[src/rtl/id_ex_pipe_pkg.sv]
// Shared NOP encodings, stall-vector bit indices and the ID/EX advance decision
// used by the ID/EX register and the stall controller.
package id_ex_pipe_pkg;

   localparam int DATA_W_DEF       = 32;
   localparam int REG_ADDR_W_DEF   = 5;
   localparam int ALUOP_W_DEF      = 8;
   localparam int ALUSEL_W_DEF     = 3;
   localparam int STALL_W_DEF      = 6;
   localparam int ID_STALL_BIT_DEF = 2;
   localparam int EX_STALL_BIT_DEF = 3;

   localparam logic [ALUOP_W_DEF-1:0]    EXE_NOP_OP  = '0;
   localparam logic [ALUSEL_W_DEF-1:0]   EXE_RES_NOP = '0;
   localparam logic [REG_ADDR_W_DEF-1:0] NOPRegAddr  = '0;
   localparam logic [DATA_W_DEF-1:0]     ZeroWord    = '0;

   typedef enum logic [1:0] {
      ACT_HOLD,
      ACT_LOAD,
      ACT_BUBBLE,
      ACT_FLUSH
   } pipe_act_e;

   // Flush beats every stall; !sid & sex is not a legal request and is held.
   function automatic pipe_act_e decode_act(input logic flush, input logic sid, input logic sex);
      if (flush)       return ACT_FLUSH;
      if (sid && !sex) return ACT_BUBBLE;
      if (!sid && !sex) return ACT_LOAD;
      return ACT_HOLD;
   endfunction

endpackage

[src/rtl/id_ex_pipe_sat_counter.sv]
// Saturating event counter with synchronous clear; clear wins over increment.
module sat_counter #(
   parameter int CNT_W = 16
) (
   input  logic             clk,
   input  logic             rst,
   input  logic             inc,
   input  logic             clr,
   output logic [CNT_W-1:0] cnt
);

   always_ff @(posedge clk or negedge rst) begin
      if (!rst)                  cnt <= '0;
      else if (clr)              cnt <= '0;
      else if (inc && cnt != '1) cnt <= cnt + 1'b1;
   end

endmodule

[src/rtl/id_ex_pipe.sv]
// ID/EX pipeline register: stall hold, bubble insertion, flush, valid bit,
// delay-slot feedback to ID and a saturating bubble counter.
module id_ex_pipe
   import id_ex_pipe_pkg::*;
#(
   parameter int DATA_W       = 32,
   parameter int NUM_OPS      = 2,
   parameter int REG_ADDR_W   = 5,
   parameter int ALUOP_W      = 8,
   parameter int ALUSEL_W     = 3,
   parameter int STALL_W      = 6,
   parameter int ID_STALL_BIT = 2,
   parameter int EX_STALL_BIT = 3,
   parameter int CNT_W        = 16
) (
   input  logic                      clk,
   input  logic                      rst,
   input  logic                      flush,
   input  logic [STALL_W-1:0]        stall,
   input  logic                      cnt_clr,
   input  logic                      id_valid,
   input  logic [ALUOP_W-1:0]        id_aluop,
   input  logic [ALUSEL_W-1:0]       id_alusel,
   input  logic [NUM_OPS*DATA_W-1:0] id_regs,
   input  logic [REG_ADDR_W-1:0]     id_wd,
   input  logic                      id_wreg,
   input  logic [DATA_W-1:0]         id_link_addr,
   input  logic                      id_in_delayslot,
   input  logic                      id_next_in_delayslot,
   output logic                      ex_valid,
   output logic [ALUOP_W-1:0]        ex_aluop,
   output logic [ALUSEL_W-1:0]       ex_alusel,
   output logic [NUM_OPS*DATA_W-1:0] ex_regs,
   output logic [REG_ADDR_W-1:0]     ex_wd,
   output logic                      ex_wreg,
   output logic [DATA_W-1:0]         ex_link_addr,
   output logic                      ex_in_delayslot,
   output logic                      is_in_delayslot_o,
   output logic [CNT_W-1:0]          bubble_cnt
);

   localparam int PAY_W = 1 + ALUOP_W + ALUSEL_W + NUM_OPS*DATA_W + REG_ADDR_W + 1 + DATA_W + 1;

   logic [PAY_W-1:0] pay_q, pay_d, pay_id, pay_nop;
   logic             isds_q, isds_d;
   pipe_act_e        act;
   logic             stall_unused;

   assign act          = decode_act(flush, stall[ID_STALL_BIT], stall[EX_STALL_BIT]);
   assign stall_unused = ^stall;

   // wreg is qualified by valid here so EX never sees a write from a non-instruction.
   assign pay_id  = {id_valid, id_aluop, id_alusel, id_regs, id_wd, id_wreg & id_valid,
                     id_link_addr, id_in_delayslot};
   assign pay_nop = {1'b0, ALUOP_W'(EXE_NOP_OP), ALUSEL_W'(EXE_RES_NOP),
                     {NUM_OPS{DATA_W'(ZeroWord)}}, REG_ADDR_W'(NOPRegAddr), 1'b0,
                     DATA_W'(ZeroWord), 1'b0};

   always_comb begin
      pay_d  = pay_q;
      isds_d = isds_q;
      case (act)
         ACT_FLUSH: begin
            pay_d  = pay_nop;
            isds_d = 1'b0;
         end
         ACT_BUBBLE: pay_d = pay_nop;
         ACT_LOAD: begin
            pay_d  = pay_id;
            isds_d = id_next_in_delayslot;
         end
         default: ;
      endcase
   end

   always_ff @(posedge clk or negedge rst) begin
      if (!rst) begin
         pay_q  <= pay_nop;
         isds_q <= 1'b0;
      end else begin
         pay_q  <= pay_d;
         isds_q <= isds_d;
      end
   end

   assign {ex_valid, ex_aluop, ex_alusel, ex_regs, ex_wd, ex_wreg,
           ex_link_addr, ex_in_delayslot} = pay_q;
   assign is_in_delayslot_o = isds_q;

   sat_counter #(.CNT_W(CNT_W)) u_bubble_cnt (
      .clk (clk),
      .rst (rst),
      .inc (act == ACT_BUBBLE),
      .clr (cnt_clr),
      .cnt (bubble_cnt)
   );

`ifndef SYNTHESIS
   always @(posedge clk) begin
      if (rst)
         assert (!(!stall[ID_STALL_BIT] && stall[EX_STALL_BIT]))
            else $error("id_ex_pipe: EX stalled while ID runs");
   end
`endif

endmodule

[config.mk]
export PLATFORM = sky130hd
export DESIGN_NAME = id_ex_pipe
export DESIGN_NICKNAME = d
export VERILOG_FILES = /design/src/rtl/id_ex_pipe_pkg.sv /design/src/rtl/id_ex_pipe_sat_counter.sv /design/src/rtl/id_ex_pipe.sv
export SDC_FILE = /design/constraint.sdc
export NUM_CORES = 1
export LEC_CHECK = 0
export ABC_CLOCK_PERIOD_IN_PS = 3250
export CORE_MARGIN = 2
export CORE_UTILIZATION = 42
export DETAILED_ROUTE_END_ITERATION = 8
export PLACE_DENSITY = 0.91
export SYNTH_ARGS = -nofsm -noshare
export SYNTH_HDL_FRONTEND = slang
export SYNTH_SLANG_ARGS = --single-unit
[constraint.sdc]
create_clock -name clk -period 3.25 [get_ports clk]
set_input_delay 0.65 -clock clk [delete_from_list [all_inputs] [get_ports clk]]
set_output_delay 0.65 -clock clk [all_outputs]
set_load 0.02 [all_outputs]
# After elaboration in Yosys (flattened, before gate mapping)
# Index checks and enable logic that the tools add are counted.
# word_totals
mem_bits_rw	0
in_bits	126
register_bits	132
memories	0
mem_bits_ro	0
word_cells	34
out_inout_bits	132
latch_bits	0
# op_classes
n_eq_ne	4
n_div	0
n_lt_le_gt_ge	0
n_addsub	1
n_shift	0
multipliers	0
reduce_logical	9
mux	16
n_bitwise	1
# ops
cell	count
$pmux 115 s2	1
$mux 16	2
$add 16x1->16 const B	1
$ne 16x16->1 const B	1
$mux 2	6
$mux 1	6
$reduce_bool 2->1	3
$eq 2x2->1 const B	2
$logic_and 1x1->1	3
$eq 2x1->1 const B	1
$logic_not 1->1	2
$pmux 1 s2	1
$reduce_or 2->1	1
$and 1x1->1	1

# Longest topological paths before layout
# Gate-level depths: netlist of run 1.
# depth
ltp_word	13
ltp_mapped	7
mapped_depth_nobuf	5

# By module
# A second synthesis of run 1 with hierarchy kept.
# hier_totals
cells_unflattened	615
hier_area_um2	6169.7
# modules_own_cells
mod	cells_per_inst	area_per_inst_um2	instances	seq_area_each_um2
id_ex_pipe	517	5227.5	1	2902.8
sat_counter	98	942.2	1	400.4

# Worst setup path after synthesis of run 1
# No wires, ideal clock.
# synth_path
kind	in2reg
startpoint	input stall[3]
endpoint	register u_bubble_cnt.cnt[9]
arrival_ns	2.278
stages	6
path_buffers	2
setup_time_ns	0.078
slack_ns	0.894
required_ns	3.172
path_cell_list	or3b_1 > clkbuf_1 > or3b_1 > buf_2 > or4_1 > a21oi_1
# synth_between
elab_chain_len	11
elab_cells_between_ends	16
cone_classes	eq/ne: 1; mux: 10; reduce/logical: 5
# synth_lines
item	line	source
start, declared	id_ex_pipe.sv:19	input logic [STALL_W-1:0] stall,
$logic_not 1->1 *	id_ex_pipe_pkg.sv:28, id_ex_pipe_pkg.sv:29	
$logic_and 1x1->1	id_ex_pipe_pkg.sv:29	if (!sid && !sex) return ACT_LOAD;
$mux 1 (2 in a row)	id_ex_pipe_pkg.sv:29	
$mux 1	id_ex_pipe_pkg.sv:28	if (sid && !sex) return ACT_BUBBLE;
$mux 2	id_ex_pipe_pkg.sv:30	return ACT_HOLD;
$mux 2 *	id_ex_pipe_pkg.sv:29	
$mux 2 *	id_ex_pipe_pkg.sv:28	
$eq 2x2->1 *	id_ex_pipe.sv:93	.inc (act == ACT_BUBBLE),
$logic_and 1x1->1 *	id_ex_pipe_sat_counter.sv:15	else if (inc && cnt != '1) cnt <= cnt + 1'b1;
$reduce_bool 2->1 (no source line) *	-	
end signal, assigned	id_ex_pipe_sat_counter.sv:15	
end, declared	id_ex_pipe_sat_counter.sv:9	output logic [CNT_W-1:0] cnt
# Every way passes the cells marked *; elsewhere a longest branch is shown, timed or not. The select of a mux whose other input is x is not followed.
# A chain may end at the register's enable or synchronous reset.

# Worst setup path in the final report of run 1
# layout_path
startpoint	input flush
endpoint	register u_bubble_cnt.cnt[9]
# layout_between
elab_chain_len	5
# layout_lines
item	line	source
start, declared	id_ex_pipe.sv:18	input logic flush,
$mux 1	id_ex_pipe_pkg.sv:27	if (flush) return ACT_FLUSH;
$mux 2	id_ex_pipe_pkg.sv:28	
$eq 2x2->1	id_ex_pipe.sv:93	
$logic_and 1x1->1	id_ex_pipe_sat_counter.sv:15	
$reduce_bool 2->1 (no source line)	-	
# No other way between the ends.

==> results of run 1 <==
-- routing by layer --
metal	track usage	up-vias	wire length, um
met1	0.2642	2039	5675
met4	0.1016	0	354
met2	0.3775	196	7150
li1	-	1893	-
met3	0.07451	31	982
met5	0	-	0
-- cell families (layout without fill, tap and decap cells) --
kind of cell             count (synthesis)  in the layout  share of synthesized area
flip-flops                             132            132                     0.6701
buffers and inverters                   38            297                    0.02919
AO/OA/AOI/OAI                          149            149                     0.2470
AND/OR/NAND/NOR                         40             40                    0.05127
adder cells (fa/ha/maj)                  1              1                   0.002538
-- worst reg2reg max path, stage by stage, from the launching register on --
cell	delay [ps]
dfrtp_1	420
ha_1	190
nand3_1	190
nor4_2	760
buf_4	300
or4_1	130
a21oi_1	60
-- Yosys cell counts, drive strengths merged --
cell	n
nor4	1
buf	6
a32o	1
dfrtp	132
or2	1
and4	2
o31a	1
a311oi	1
nor2	1
or3b	3
nor2b	1
or4	12
o41ai	1
ha	1
nor3	3
nand4	3
o31ai	11
inv	5
o21ai	4
clkbuf	27
a21oi	16
nand3	5
or3	3
nand2	5
a22o	114
-- registers in the layout (all words and copies together), names as in the netlist --
name,flops
is_in_delayslot_o,1
pay_q,115
u_bubble_cnt.cnt,16
-- through the flow --
step / utilization / worst slack, ps / cell area (um2)
floorplan: - / 894.2 / 4930
global route: 0.7170 / 660.3 / 8187
global placement: 0.6692 / 397.3 / 7641
finish: 0.7170 / 715.2 / 8187
detailed placement: 0.6692 / 328.8 / 7641
CTS: 0.7170 / 746.8 / 8187
-- layout make-up --
cell class,instances,area share
sequential,132,0.4035
clock buffer,25,0.06052
timing repair buffer,262,0.3223
tap,143,0.02186
inverter,5,0.002293
clock inverter,5,0.006113
multi-input combinational,190,0.1834
-- final timing paths --
path / slack [ps] / depth (start not counted) / from / end
max reg2reg: 1050 / 6 / u_bubble_cnt.cnt[0] / u_bubble_cnt.cnt[3]
min: 240 / 1 / rst / u_bubble_cnt.cnt[14]
min in group clk: 500 / 1 / pay_q[110] / pay_q[110]
min reg2reg: 500 / 1 / pay_q[110] / pay_q[110]
max: 720 / 5 / flush / u_bubble_cnt.cnt[9]
max in group asynchronous: 2200 / 2 / rst / pay_q[91]
-- report_power, final --
| part | leakage, nW | internal (W) | total, W | switching, W |
|---|---|---|---|---|
| clock | 0.273 | 0.00112 | 0.00175 | 0.000635 |
| combinational | 1.46 | 0.000268 | 0.000481 | 0.000213 |
| sequential | 1.81 | 0.00170 | 0.00173 | 0.0000335 |
==> results.md, run 1 <==
* Status: complete, no violations
* Max Freq at 394.5 MHz
* VDD IR-drop max at between 0.3 and 0.4 mV
* Initial core utilization at 0.4317
* Net count after synthesis at about 490
* Hold Slack at 244.2 ps
* Via Count at 4159
* Starting DRT DRC Count at about 240
* CP dominant cell by count: or3b_1
* Congestion Overflow GR at 0
* DRT Pass-1 Iters at 5
* DR WL/cell at roughly 19 um
* Static Leak at ~3.5 nW
* H-tree depth at 4
* Worst path buffer plus inverter count at 1
* Top cell type's share of synthesized area at 0.6701
* Area Overhead vs Synth at 66.07%
* WS Path Type: in -> reg
* Multi-input logic area at 1501 um2
* Number of global-route vias before repair at 4310
* Setup TNS at 0 ps
* Die width at 112.3 um
* RSZ-0062 raised after global routing: no
* Final slew viol count at 0
* CP top delay family: simple AND/OR/NAND/NOR gates
* IO Pins at between 200 and 300
* DRT Wirelength at 14160 um
* Die Ht at 112.3 um
* Rows at 39
* Dpl cells at 732
* Largest net degree at the start of global routing at 70
* Fraction of layout cells with a size suffix above 1 at 0.06624
* Antenna violations before repair at 0
* Setup violators final at 0
* Max_cap viols at 0
* Worst path slowest cell: or4_1
* Diodes inserted at 0
* Register area at 3303 um2
* # clock sinks at between 100 and 150
* Worst EP arrival at between 2000 and 3000 ps
* Dominant cell type by area after synthesis: dfrtp_1
* CTS tree: yes
* CTS root buf: clkbuf_16
* Commonest non-fill, non-tap cell in the layout: clkdlybuf4s50_1
* Cell Chain, Critical Path: clkdlybuf4s50_1, or3b_1, or3b_1, or4_1, a21oi_1
* CTS buffer count at 17
* Fin. Hold Viols at 0
* Syn Area/Cell at roughly 14 um2
* CTS hold repair buffers at 0
* Warnings from Yosys at 0
* Worst skew pair latency at around 400 ps
* Post-DP HPWL at 10040 um
* Critical Path Fanout Max at 10
* CP Launch Type: primary input
* Total track usage at 0.2250
* PortBufs at about 250
* Netlist cell types at 27
* DRC Markers at 0
* Min Tclk post-route at ~2500 ps
* Period utilization at 0.7799
* Setup bufs post-CTS at 0
* First-pass GRT wire length at roughly 22000 um
* Die footprint at roughly 13000 um2
* Max transition margin at 0.4641
* Nets at roughly 740
* Clock-pin slew on the worst setup and hold paths at ~50 ps
* Seq cells post-synth at 132
* Sequential fraction of the synthesis area at 0.6701
* Post_cts resized at 0
* Most frequent cells in the layout: clkdlybuf4s50_1, dfrtp_1, a22o_1
* PD cells at 484.8 nW/um2
* Worst Tran Pin Value at around 800 ps
* Cells after Synth at 360
* Clk_skew at about 6.3 ps
* Fillers at roughly 750
* Vias/cell at around 5.5
* Data required, critical path at between 3000 and 4000 ps
* Final cell count without fillers at roughly 760
* CP peak stage delay at 560 ps
* Core footprint at around 11000 um2
* ANT nets after route at 0
* Synth Cell Area at 4930 um2
* Routability cong. at approximately 0.79
* Top post-synthesis cells by area: dfrtp_1, a22o_1, clkbuf_1
* CTS max path bufs at 2
* CP Capture Type: flop
* Hold Path Class: in -> async
* Overall Power at about 0.0040 W
Power figures use the tool's default switching activity.
==> run 2, diff against run 1 <==
--- a/config.mk
+++ b/config.mk
@@ -5,11 +5,11 @@
 export SDC_FILE = /design/constraint.sdc
 export NUM_CORES = 1
 export LEC_CHECK = 0
-export ABC_CLOCK_PERIOD_IN_PS = 3250
+export ABC_CLOCK_PERIOD_IN_PS = 2250
 export CORE_MARGIN = 2
-export CORE_UTILIZATION = 42
+export CORE_UTILIZATION = 36
 export DETAILED_ROUTE_END_ITERATION = 8
-export PLACE_DENSITY = 0.91
+export PLACE_DENSITY = 0.83
 export SYNTH_ARGS = -nofsm -noshare
 export SYNTH_HDL_FRONTEND = slang
 export SYNTH_SLANG_ARGS = --single-unit
==> constraint.sdc (replaced) <==
create_clock -name clk -period 2.25 [get_ports clk]
set_input_delay 0.45 -clock clk [delete_from_list [all_inputs] [get_ports clk]]
set_output_delay 0.45 -clock clk [all_outputs]
set_load 0.02 [all_outputs]
==> run 2 against run 1 <==
Effect of this change: routed wire length increased by 3.2%; power increased by 54%; clock skew decreased by 1.5 ps; sequential cell count unchanged; cell count increased by 5.5%; core utilization decreased by 8.5 points; non-clock buffer count increased by 7; cell area increased by 2.6%; register-to-register slack got worse by 800 ps; combinational power increased by 48%; critical path depth unchanged; sequential power increased by 45%; highest routed layer unchanged.
==> results.md, run 2 (same netlist as run 1, synthesis figures left out) <==
* DRT Wirelength at 14610 um (+3.2%)
* Design Area, Final at 8397 um2 (+2.6%)
* Worst Tran Pin Value at 718.2 ps (-79.09 ps)
* DR WL/cell at 18.17 um (-2.2%)
* Top reg by flops: pay_q
* Hold Path Class: in -> async
* Period utilization at 0.9696
* Area Overhead vs Synth at 70.33%
* Core footprint at 13300 um2 (+16%)
* Fillers at 998 (+33%)
* CP Capture Type: flop
* CTS max path bufs at 2 (unchanged)
* Worst path slowest cell: or4_1
* DRC Markers at 0 (unchanged)
* WS Path Type: in -> reg
* Diodes inserted at 0 (unchanged)
* Max transition margin at 0.5212 (+0.05715)
* IO Pins at 258 (unchanged)
* Commonest non-fill, non-tap cell in the layout: clkdlybuf4s50_1
* CTS root buf: clkbuf_16
* Static Leak at 3.613 nW (+2.0%)
* Overall Power at 0.006106 W (+54%)
* Die width at 121.0 um (+7.7%)
* Cell Chain, Critical Path: clkdlybuf4s50_1, or3b_1, or3b_4, or4_1, a21oi_1
* Setup violators final at 0 (unchanged)
* Data required, critical path at 2570 ps (-1000 ps)
* Critical Path Fanout Max at 10 (unchanged)
* Nets at 742 (+0.95%)
* Rows at 42 (+7.7%)
* Initial core utilization at 0.3708 (-0.06094)
* Clock-pin slew on the worst setup and hold paths at 60 ps (about the same)
* DRT Pass-1 Iters at 6 (+1)
* Pre-CTS setup slack at -412.7 ps (-741.5 ps)
* ANT nets after route at 0 (unchanged)
* PortBufs at 253 (unchanged)
* Fraction of layout cells with a size suffix above 1 at 0.08121 (+0.01497)
* First-pass GRT wire length at 23220 um (+3.7%)
* Min Tclk post-route at between 2000 and 2500 ps
* Final cell count without fillers at 804 (+5.5%)
* Number of global-route vias before repair at 4507 (+4.6%)
* Fin. Hold Viols at 0 (unchanged)
* CP Launch Type: primary input
* CTS buffer count at 17 (unchanged)
* Placed cell area at 7769 um2 (+1.7%)
* CP peak stage delay at 520 ps (-40 ps)
* Dpl cells at 772 (+5.5%)
* Congestion Overflow GR at 0 (unchanged)
* Setup bufs post-CTS at 0 (unchanged)
* Total track usage at 0.2036 (-0.02146)
* Post-DP HPWL at 10050 um (+0.10%)
* Clk_skew at 4.787 ps (-1.471 ps)
* Routability cong. at 0.8060 (+2.1%)
* Die Ht at 121.0 um (+7.7%)
* CTS tree: yes
* Via Count at 4222 (+1.5%)
* Max_cap viols at 0 (unchanged)
* Max FFs per register at 115 (unchanged)
* Die footprint at 14650 um2 (+16%)
* Vias/cell at 5.251 (-3.8%)
* RSZ-0062 raised after global routing: no
* Status: complete, no violations
* Worst skew pair latency at 410 ps (about the same)
* PnR worst setup slack at 68.42 ps (-646.8 ps)
* Final slew viol count at 0 (unchanged)
* Max Freq at about 460 MHz
* # clock sinks at 132 (unchanged)
* Largest net degree at the start of global routing at 133 (+90%)
* Most frequent cells in the layout: clkdlybuf4s50_1, dfrtp_1, a22o_1
* H-tree depth at 4 (unchanged)
* Starting DRT DRC Count at 311 (+27%)
* VDD IR-drop max at 0.4237 mV (+6.4%)
* PD cells at 727.2 nW/um2 (+50%)
* Worst EP arrival at 2500 ps (-350 ps)
* Antenna violations before repair at 0 (unchanged)
run 2: changes by cell type in the layout (fill, tap and decap cells not counted), sizes merged:
| cell | change |
|---|---|
| bufinv | +3 |
| buf | +7 |
| clkbuf | -1 |
| clkinvlp | +2 |
| clkinv | -2 |
run 2: final cells by class:
type	count	area, um2	area share
clock buffers	24	471.7	0.05618
clock inverters	8	148.9	0.01773
inverters	5	18.77	0.002235
multi-input cells	190	1509	0.1797
flip-flops and latches	132	3303	0.3934
well taps	176	220.2	0.02623
repair buffers	269	2725	0.3245
run 2: stage by stage:
stage / setup TNS (ps) / util / hold slack (ps)
finish: 0 / 0.6316 / 126.0
global route: 0 / 0.6316 / 201.9
CTS: 0 / 0.6310 / 176.6
detailed placement: -3032 / 0.5843 / 489.8
global placement: -2385 / 0.5843 / 478.9
floorplan: 0 / - / 154.4
run 2: repair_timing:
item	CTS	global route
hold buffers	0	0
gates resized for setup	0	2
setup endpoints to repair	0	4
run 2: final timing paths:
check	start	endpoint	slack, ps	cells past startpoint
max	stall[2]	u_bubble_cnt.cnt[15]	70	5
min	rst	pay_q[9]	130	2
max reg2reg	u_bubble_cnt.cnt[0]	u_bubble_cnt.cnt[12]	250	5
min reg2reg	pay_q[46]	pay_q[46]	500	1
max in group asynchronous	rst	pay_q[75]	1550	2
min in group clk	pay_q[46]	pay_q[46]	500	1
run 2: worst max-delay path: cells and delay by family:
kind	cells	cell delay, ps
AND/OR/NAND/NOR	3	1420
buffers and inverters	1	480
AO/OA/AOI/OAI	1	150
run 2: power by group:
group	internal (W)	switching, W
Clock	0.00191	0.000979
Sequential	0.00246	0.0000480
Combinational	0.000398	0.000312
run 2: metal layers:
layer  up-vias  part of all wire  global-route usage
met3        32             0.079             0.06955
met1      2082              0.40              0.2419
li1       1910                 -                   -
met4         0             0.026             0.09375
met5         -                 0                   0
met2       198              0.50              0.3325
==> run 3, diff against run 2 <==
--- a/config.mk
+++ b/config.mk
@@ -10,6 +10,7 @@
 export CORE_UTILIZATION = 36
 export DETAILED_ROUTE_END_ITERATION = 8
 export PLACE_DENSITY = 0.83
+export SKIP_LAST_GASP = 1
 export SYNTH_ARGS = -nofsm -noshare
 export SYNTH_HDL_FRONTEND = slang
 export SYNTH_SLANG_ARGS = --single-unit
==> run 3 against run 2 <==
Effect of this change: core utilization about the same; maximum frequency decreased by 0.17%; worst hold slack got worse by 0.93 ps; cell count unchanged; die area unchanged; sequential share of layout area about the same; critical path depth unchanged; first-iteration DRC count decreased by 8.4%; count of clock-buffer cells in the layout unchanged; critical path type unchanged; largest cell class unchanged.
==> results.md, run 3 (same netlist as run 1, synthesis figures left out) <==
* Status: complete, no violations
* Starting DRT DRC Count at 285 (-8.4%)
* Die footprint at 14650 um2 (unchanged)
* Overall Power at 0.006107 W (about the same)
* Antenna violations before repair at 0 (unchanged)
* Max transition margin at 0.5209 (about the same)
* Final slew viol count at 0 (unchanged)
* Vias/cell at 5.236 (-0.28%)
* Area Overhead vs Synth at 70.23% (about the same)
* Data required, critical path at 2570 ps (about the same)
* Routability cong. at 0.8060 (unchanged)
* CP Launch Type: primary input
* Via Count at 4210 (-0.28%)
* CTS root buf: clkbuf_16
* Fraction of layout cells with a size suffix above 1 at 0.07962 (-0.001592)
* Number of global-route vias before repair at 4507 (unchanged)
* DR WL/cell at 18.16 um (about the same)
* Share of the core filled with cells at 0.6312 (about the same)
* CTS buffer count at 17 (unchanged)
* Multi-input logic area at 1504 um2 (-0.33%)
* Worst Tran Pin Value at 718.6 ps (+0.4804 ps)
* Wire length on met2 at 7267 um (-0.22%)
* DRC Markers at 0 (unchanged)
* Largest net degree at the start of global routing at 133 (unchanged)
* CP Capture Type: flop
* Worst EP arrival at 2510 ps (about the same)
* Max_cap viols at 0 (unchanged)
* CTS hold repair buffers at 0 (unchanged)
* IO Pins at 258 (unchanged)
* H-tree depth at 4 (unchanged)
* Setup bufs post-CTS at 0 (unchanged)
* Met3 routed WL at 1156 um (-0.43%)
* PortBufs at 253 (unchanged)
* Core footprint at 13300 um2 (unchanged)
* Fillers at 999 (+0.10%)
* Static Leak at 3.611 nW (about the same)
* Commonest non-fill, non-tap cell in the layout: clkdlybuf4s50_1
* Period utilization at 0.9713 (+0.001682)
* Congestion Overflow GR at 0 (unchanged)
* Comb pwr share at 0.116 (about the same)
* WS Path Type: in -> reg
* Worst skew pair latency at 410 ps (about the same)
* Max layer used: met4
* Most frequent cells in the layout: clkdlybuf4s50_1, dfrtp_1, a22o_1
* Die width at 121.0 um (unchanged)
* # clock sinks at 132 (unchanged)
* DRT Pass-1 Iters at 7 (+1)
* DRT Wirelength at 14600 um (about the same)
* PD cells at 727.7 nW/um2 (about the same)
* Placed cell area at 7769 um2 (unchanged)
* Int Pwr at 0.004767 W (about the same)
* VDD IR-drop max at 0.4258 mV (+0.49%)
* Max FFs per register at 115 (unchanged)
* Design Area, Final at 8392 um2 (about the same)
* Clk_skew at 4.112 ps (-0.6749 ps)
* Post-DP HPWL at 10050 um (unchanged)
* Clock-pin slew on the worst setup and hold paths at 60 ps (about the same)
* Min Tclk post-route at 2185 ps (+3.784 ps)
* WL met1 at 5776 um (about the same)
* Initial core utilization at 0.3708 (unchanged)
* Setup TNS at 0 ps (unchanged)
* Register share of total power at 0.410 (about the same)
* Register area at 3303 um2 (unchanged)
* Rows at 42 (unchanged)
* Net Sw Frac at 0.2194 (about the same)
* Critical Path Fanout Max at 7 (-3)
* Hold Path Class: in -> async
* First-pass GRT wire length at 23220 um (unchanged)
* RSZ-0062 raised after global routing: yes
* Worst reg2reg path depth at 5 (unchanged)
* Total track usage at 0.2036 (unchanged)
* CTS max path bufs at 2 (unchanged)
* Diodes inserted at 0 (unchanged)
* CTS tree: yes
* Die Ht at 121.0 um (unchanged)
* Top reg by flops: pay_q
* Nets at 742 (unchanged)
* ANT nets after route at 0 (unchanged)
* Setup violators final at 0 (unchanged)
* Fin. Hold Viols at 0 (unchanged)
* Max Freq at 457.6 MHz (-0.17%)
* Clock power share at 0.474 (about the same)
* Sw power at 0.001340 W (about the same)
run 3: cell count changes in the layout (fill, tap and decap cells not counted):
cell,delta
or3_1,+1
or3_4,-1
run 3: cell type report:
type	count	area share
inverters	5	0.002236
flip-flops and latches	132	0.3936
clock inverters	8	0.01774
well taps	176	0.02624
repair buffers	269	0.3247
multi-input cells	190	0.1792
clock buffers	24	0.05621
run 3: final timing paths:
path | from | endpoint | slack, ps
worst min-delay path | rst | pay_q[9] | 130
worst max-delay path | stall[2] | u_bubble_cnt.cnt[12] | 60
min in group clk | pay_q[46] | pay_q[46] | 500
worst min register to register | pay_q[46] | pay_q[46] | 500
max in group asynchronous | rst | pay_q[75] | 1550
worst max register to register | u_bubble_cnt.cnt[0] | u_bubble_cnt.cnt[12] | 200
run 3: what timing repair did:
item,4_1_cts,5_1_grt
setup endpoints to repair,0,4
endpoints found under the hold margin,0,0
gates resized for setup,0,1
run 3: worst max-delay path, stage by stage:
cell	delay (ps)
clkdlybuf4s50_1	480
or3b_1	410
or3_1	490
or4_1	510
a21oi_1	160
run 3: power groups by stage:
stage          combinational, W  clock, W  sequential, W
6_report               0.000710   0.00289        0.00250
5_1_grt                0.000754   0.00308        0.00251
4_1_cts                0.000719   0.00294        0.00250
3_5_place_dp           0.000716         0        0.00254
3_3_place_gp           0.000700         0        0.00254
2_1_floorplan          0.000125         0        0.00264
run 3: layer usage:
metal  vias up  global-route usage
met3        33             0.06955
met1      2074              0.2419
li1       1909                   -
met4         0             0.09375
met5         -                   0
met2       194              0.3325
run 3: stage by stage:
stage               setup WS (ps)  cells  hold slack [ps]
floorplan                   94.18    360            154.4
global placement           -357.8    772            478.9
detailed placement         -412.7    772            489.8
CTS                         28.40    804            176.6
global route               -4.781    804            201.9
finish                      64.63    804            125.0
